### src/rtl/mem_types_pkg.sv
// rtl/mem_types_pkg.sv - shared memory-port types, idle control word and arbiter state encoding
package mem_types;

    localparam int XLEN     = 32;
    // Wide enough for up to 8 masters.
    localparam int REQ_ID_W = 3;

    typedef logic [REQ_ID_W-1:0] req_id_t;

    typedef struct packed {
        logic            we;
        logic            re;
        logic [XLEN-1:0] addr;
        logic [XLEN-1:0] wdata;
    } mem_control_t;

    // No write and no read, so the memory sees no side effects.
    localparam mem_control_t MEM_CTRL_IDLE = '0;

    typedef enum logic {
        ARB_IDLE,
        ARB_OWNED
    } arb_state_t;

endpackage

### src/rtl/rr_pick.sv
// rtl/rr_pick.sv - combinational round-robin picker: first set mask bit after `from`, wrapping
//
// Ports:
//   mask   in   NUM_REQ    candidate requesters
//   from   in   req_id_t   search starts at from+1
//   found  out  1          mask had a set bit
//   id     out  req_id_t   chosen requester (0 when nothing found)
module rr_pick
    import mem_types::*;
#(
    parameter int NUM_REQ = 2
) (
    input  logic [NUM_REQ-1:0] mask,
    input  req_id_t            from,
    output logic               found,
    output req_id_t            id
);

    // Doubling the mask and shifting by from+1 puts the search order at bit 0 upward,
    // so the wrap-around becomes a plain ascending scan with constant indices.
    logic [2*NUM_REQ-1:0] doubled;
    logic [2*NUM_REQ-1:0] rotated;

    assign doubled = {mask, mask};
    assign rotated = doubled >> (int'(from) + 1);

    always_comb begin
        found = 1'b0;
        id    = '0;
        for (int k = 0; k < NUM_REQ; k++) begin
            if (!found && rotated[k]) begin
                found = 1'b1;
                id    = req_id_t'((int'(from) + 1 + k) % NUM_REQ);
            end
        end
    end

endmodule

### src/rtl/mem_port_arbiter.sv
// rtl/mem_port_arbiter.sv - round-robin arbiter sharing one memory port with bounded burst lock
//
// Ports:
//   clock      in   1                      system clock
//   reset      in   1                      synchronous, active-high
//   req_valid  in   NUM_REQ                master i wants the port
//   req_ctrl   in   mem_control_t[NUM_REQ] access presented by master i
//   grant      out  NUM_REQ                one-hot owner, zero when idle
//   mem_ctrl   out  mem_control_t          to memory, MEM_CTRL_IDLE when nothing issues
//   mem_rdata  in   XLEN                   from memory
//   rsp_valid  out  NUM_REQ                one-hot completion strobe, READ_LATENCY after issue
//   rsp_rdata  out  XLEN                   mem_rdata broadcast
module mem_port_arbiter
    import mem_types::*;
#(
    parameter int NUM_REQ      = 2,
    parameter int READ_LATENCY = 1,
    parameter int MAX_BURST    = 8
) (
    input  logic                       clock,
    input  logic                       reset,
    input  logic         [NUM_REQ-1:0] req_valid,
    input  mem_control_t [NUM_REQ-1:0] req_ctrl,
    output logic         [NUM_REQ-1:0] grant,
    output mem_control_t               mem_ctrl,
    input  logic         [XLEN-1:0]    mem_rdata,
    output logic         [NUM_REQ-1:0] rsp_valid,
    output logic         [XLEN-1:0]    rsp_rdata
);

    localparam int            BW        = (MAX_BURST < 1) ? 1 : $clog2(MAX_BURST + 1);
    localparam logic [BW-1:0] BURST_MAX = BW'(MAX_BURST);

    arb_state_t          state_q, state_d;
    req_id_t             owner_q, owner_d;
    req_id_t             last_owner_q, last_owner_d;
    logic [BW-1:0]       burst_cnt_q, burst_cnt_d, burst_inc;
    logic [NUM_REQ-1:0]  owner_oh, pending, pick_mask;
    req_id_t             pick_from, pick_id;
    logic                pick_found, issue, owner_req, limit_hit;

    logic [READ_LATENCY-1:0] pipe_valid;
    req_id_t                 pipe_id [READ_LATENCY];

    // grant comes from registered state only; req_valid never reaches it combinationally.
    assign owner_oh  = NUM_REQ'(1) << owner_q;
    assign grant     = (state_q == ARB_OWNED) ? owner_oh : '0;
    assign owner_req = |(owner_oh & req_valid);
    assign issue     = |(grant & req_valid);
    assign pending   = req_valid & ~owner_oh;

    always_comb begin
        mem_ctrl = MEM_CTRL_IDLE;
        for (int i = 0; i < NUM_REQ; i++) begin
            if (grant[i] && req_valid[i]) begin
                mem_ctrl = req_ctrl[i];
            end
        end
    end

    // From IDLE the search resumes after the last owner; while owned it resumes after
    // the current owner and skips it.
    assign pick_mask = (state_q == ARB_IDLE) ? req_valid : pending;
    assign pick_from = (state_q == ARB_IDLE) ? last_owner_q : owner_q;

    rr_pick #(
        .NUM_REQ (NUM_REQ)
    ) u_rr_pick (
        .mask  (pick_mask),
        .from  (pick_from),
        .found (pick_found),
        .id    (pick_id)
    );

    // Saturating count of issue cycles in the current tenure. With MAX_BURST = 0 the
    // ceiling is 0, so it never moves and limit_hit is never raised.
    assign burst_inc = (issue && (burst_cnt_q != BURST_MAX)) ? burst_cnt_q + 1'b1 : burst_cnt_q;
    assign limit_hit = (MAX_BURST != 0) && (burst_inc == BURST_MAX);

    always_comb begin
        state_d      = state_q;
        owner_d      = owner_q;
        last_owner_d = last_owner_q;
        burst_cnt_d  = burst_inc;
        case (state_q)
            ARB_IDLE: begin
                burst_cnt_d = '0;
                if (pick_found) begin
                    state_d = ARB_OWNED;
                    owner_d = pick_id;
                end
            end
            ARB_OWNED: begin
                if (!owner_req) begin
                    last_owner_d = owner_q;
                    burst_cnt_d  = '0;
                    if (pick_found) begin
                        owner_d = pick_id;
                    end else begin
                        state_d = ARB_IDLE;
                    end
                end else if (limit_hit && pick_found) begin
                    // Preempted owner keeps req_valid high and re-queues behind the others.
                    last_owner_d = owner_q;
                    owner_d      = pick_id;
                    burst_cnt_d  = '0;
                end
            end
            default: begin
                state_d = ARB_IDLE;
            end
        endcase
    end

    always_ff @(posedge clock) begin
        if (reset) begin
            state_q      <= ARB_IDLE;
            owner_q      <= '0;
            last_owner_q <= req_id_t'(NUM_REQ - 1);
            burst_cnt_q  <= '0;
        end else begin
            state_q      <= state_d;
            owner_q      <= owner_d;
            last_owner_q <= last_owner_d;
            burst_cnt_q  <= burst_cnt_d;
        end
    end

    // Responses follow the id that issued, not whoever owns the port when data returns.
    // Reset flushes the pipe so in-flight accesses never complete.
    always_ff @(posedge clock) begin
        if (reset) begin
            pipe_valid <= '0;
            for (int i = 0; i < READ_LATENCY; i++) begin
                pipe_id[i] <= '0;
            end
        end else begin
            pipe_valid[0] <= issue;
            pipe_id[0]    <= owner_q;
            for (int i = 1; i < READ_LATENCY; i++) begin
                pipe_valid[i] <= pipe_valid[i-1];
                pipe_id[i]    <= pipe_id[i-1];
            end
        end
    end

    assign rsp_valid = pipe_valid[READ_LATENCY-1] ? (NUM_REQ'(1) << pipe_id[READ_LATENCY-1]) : '0;
    assign rsp_rdata = mem_rdata;

endmodule
### config.mk
export PLATFORM = sky130hd
export DESIGN_NAME = mem_port_arbiter
export DESIGN_NICKNAME = d
export VERILOG_FILES = /design/src/rtl/mem_types_pkg.sv /design/src/rtl/rr_pick.sv /design/src/rtl/mem_port_arbiter.sv
export SDC_FILE = /design/constraint.sdc
export NUM_CORES = 1
export LEC_CHECK = 0
export ABC_AREA = 0
export CORE_AREA = 2 2 104 106
export CTS_CLUSTER_DIAMETER = 80
export CTS_CLUSTER_SIZE = 16
export DETAILED_ROUTE_END_ITERATION = 7
export DIE_AREA = 0 0 106 108
export PLACE_DENSITY_LB_ADDON = 0.3
export SKIP_CTS_REPAIR_TIMING = 1
export SLEW_MARGIN = 20
export SYNTH_ARGS = -nofsm -noshare
export SYNTH_HDL_FRONTEND = slang
export SYNTH_SLANG_ARGS = --single-unit
### constraint.sdc
create_clock -name clock -period 4.75 [get_ports clock]
set_clock_uncertainty 0.1 [all_clocks]
set_input_delay 0.7125 -clock clock [delete_from_list [all_inputs] [get_ports clock]]
set_output_delay 0.7125 -clock clock [all_outputs]
set_load 0.02 [all_outputs]
==> impl_metrics.csv <==
group,metric,value,unit
status,outcome,"finished clean",
cells_and_area,syn2layout_area_growth,118,%
pwr,power.ir.vdd_worst,0.0621,mV
floorplan,die-width,106,um
drt,via_per_inst,4.51,
clock_network,cts_htree_levels,1,
worst_setup_path,cp.arrival,3030,ps
synthesis,ys_seq_elements,15,
synthesis,yosysWarningCount,0,
hold_path,min_delay_path_depth,1,
pwr,total_leakage_power,1.35,nW
worst_setup_path,cp_cell_sequence,"clkdlybuf4s50_1, and3_2, buf_4, a22o_1, clkdlybuf4s50_1",
worst_setup_path,worst_r2r_endpoint,"last_owner_q[2]",
timing,timing.max_slew.rel_slack,0.612,
synthesis,number_of_synthesized_flops_with_an_enable_pin,0,
synthesis,post_synth_instance_area,1690,um^2
timing,max_clock_freq,260,MHz
cells_and_area,layout_common_cells,"clkdlybuf4s50_1, a22o_1, dfxtp_1",
floorplan,floorplan.rows,37,
drt,ant_nets,0,
worst_setup_path,ff2ff_path_depth,6,
global_routing,grt_first_pass_wirelength,13200,um
cells_and_area,num_antenna_cells,0,
timing,timing_max_transition_violations_final,0,
place,placement.io_buffers,205,
pwr,switchingPower,0.180,mW
worst_setup_path,critPathKind,"in2out",
clock_network,cts.clk_slew.worst_paths,60,ps
floorplan,fp.coreArea,10200,um^2
drt,detail_route.wl_per_cell,19.5,um
worst_setup_path,regToRegStartpoint,"state_q",
worst_setup_path,required,3940,ps
pwr,swShare,0.317,
worst_setup_path,r2r_setup_slack,2210,ps
floorplan,floorplan.initialDensity,0.165,
synthesis,synthesized_netlist_net_count,373,
synthesis,most_instantiated_flip_flop_cell_in_the_synthesis_netlist,"dfxtp_1",
drt,drt-initial-drc-count,133,
floorplan,die_area,11400,um^2
cells_and_area,count_of_placed_standard_cells_in_the_final_layout_fillers_left_out,502,
synthesis,synthesis.instances,203,
timing,post-route-worst-setup-slack,906,ps
worst_setup_path,cp_slowest_cell,"clkdlybuf4s50_1",
pwr,internal_power,0.389,mW
global_routing,grt_antenna_before_repair,0,
floorplan,ios,270,
floorplan,fp.dieH,108,um
global_routing,vias_in_the_first_global_route,2180,
hold_path,hold-path-endpoint,"last_owner_q[0]",
pwr,share_clk_of_total_power,0.181,
timing,setup-tns-final,0,ps
pwr,combPwrFrac,0.581,
clock_network,clock_sinks,15,
worst_setup_path,timing.critical_path.buf_inv,3,
cells_and_area,fin_nets,537,
worst_setup_path,critical_path.most_common_cell,"clkdlybuf4s50_1",
global_routing,grt_max_degree,46,
timing,tightestPinTransition,581,ps
place,dp_hpwl,8280,um
timing,hold_ws,446,ps
timing,unrepaired_setup_endpoints_after_global_routing,"no",
place,placedCellCount,498,
cells_and_area,post_route_cells_drive_above_1_share,0.0328,
worst_setup_path,path_max_fanout,30,
pwr,powerDensity,155,nW/um^2
worst_setup_path,critPathCaptureType,"primary output",
synthesis,async_set_or_reset_register_ratio_after_synthesis,0,
global_routing,grt-ovfl-total,0,
clock_network,tritoncts,"yes",
job,drv_cap,0,
hold_path,worst_hold_start,"last_owner_q[0]",
timing,period_share,0.809,
synthesis,synth_cell_type_count,41,
place,post-place-ws,839,ps
synthesis,synth.yosys.seq_area_share,0.178,
synthesis,mean_instance_size_in_the_synthesized_netlist,8.33,um^2
drt,route.detailed.drc,0,
worst_setup_path,timing.critical_path.slowest_cell_delay,630,ps
timing,hold_viol,0,
clock_network,cts_made_buffers,3,
timing,min_period,3840,ps
drt,route.final.wire_length,9790,um
hold_path,worst_hold_path_type,"reg2reg",
worst_setup_path,path_delay_family,"buffers and inverters",
cells_and_area,final_common_cell,"clkdlybuf4s50_1",
global_routing,overall_routing_resource_usage,0.152,
worst_setup_path,critical_path.startpoint_type,"primary input",
cells_and_area,finish.utilization,0.360,
clock_network,cts_root_buffer,"clkbuf_8",
drt,routed-via-count,2263,
timing,final-setup-viol-count,0,
drt,detail_route.first_pass.iterations,4,
pwr,share_seq_of_total_power,0.238,
clock_network,worstSkewPairLatency,250,ps
place,gpl.final_weighted_congestion,0.794,
clock_network,cts-root-to-sink-buffers,2,
stage by stage:
| step | instance area [um^2] | power, mW |
|---|---|---|
| floorplan | 1690 | 0.301 |
| global placement | 3640 | 0.470 |
| detailed placement | 3640 | 0.470 |
| CTS | 3680 | 0.576 |
| global route | 3680 | 0.600 |
| finish | 3680 | 0.569 |
power groups by stage:
stage	sequential, mW	clock [mW]	combinational [mW]
3_3_place_gp	0.138	0	0.332
3_5_place_dp	0.138	0	0.332
2_1_floorplan	0.135	0	0.166
6_report	0.135	0.103	0.331
5_1_grt	0.136	0.116	0.348
4_1_cts	0.135	0.107	0.334
metal layers:
| layer | share of wire | global-route usage |
|---|---|---|
| met1 | 0.34 | 0.146 |
| met2 | 0.50 | 0.274 |
| met3 | 0.15 | 0.0995 |
| met4 | 0.013 | 0.0357 |
| met5 | 0 | 0 |
cell type report:
cell class              instances  area (um^2)
repair buffers                208         2090
well taps                     136          170
flip-flops and latches         15          300
multi-input cells             135         1070
clock buffers                   4         45.0
fillers                      1059         6550
inverters                       4         15.0
cells by family (layout without fill, tap and decap cells):
logic type,Yosys count,in the layout,synth area share
AO/OA/AOI/OAI,83,83,0.413
buffers and inverters,53,216,0.194
AND/OR/NAND/NOR,41,41,0.144
flip-flops,15,15,0.178
multiplexers,5,5,0.0355
XOR/XNOR,4,4,0.0207
adder cells (fa/ha/maj),2,2,0.0148
synthesized netlist by cell type (3+ instances only):
| cell | n | area (um^2) |
|---|---|---|
| a22o_1 | 67 | 587 |
| buf_4 | 32 | 240 |
| dfxtp_1 | 15 | 300 |
| clkbuf_1 | 11 | 41.3 |
| nor2_1 | 7 | 26.3 |
| nor2b_1 | 6 | 37.5 |
| nand2_1 | 5 | 18.8 |
| and2_1 | 4 | 25.0 |
| buf_1 | 4 | 15.0 |
| inv_1 | 4 | 15.0 |
| a21oi_1 | 3 | 15.0 |
| mux2i_1 | 3 | 30.0 |
| nand4_1 | 3 | 18.8 |
| nor4_1 | 3 | 18.8 |
| xor2_1 | 3 | 26.3 |
how the worst max path moves through the flow:
stage / slack, ps / cells after the start / from / endpoint
floorplan: 2210 / 4 / req_valid[1] / mem_ctrl[25]
global placement: 900 / 5 / req_valid[1] / mem_ctrl[12]
detailed placement: 840 / 5 / req_valid[1] / mem_ctrl[8]
CTS: 850 / 5 / req_valid[1] / mem_ctrl[57]
global route: 810 / 5 / req_valid[1] / mem_ctrl[41]
finish: 910 / 5 / req_valid[1] / mem_ctrl[41]
state kept, by name, summed over array words and instances, names as in the netlist:
name	flops
pipe_valid	1
pipe_id	3
state_q	1
owner_q	3
last_owner_q	3
burst_cnt_q	4
(Power assumes the default switching activity.)
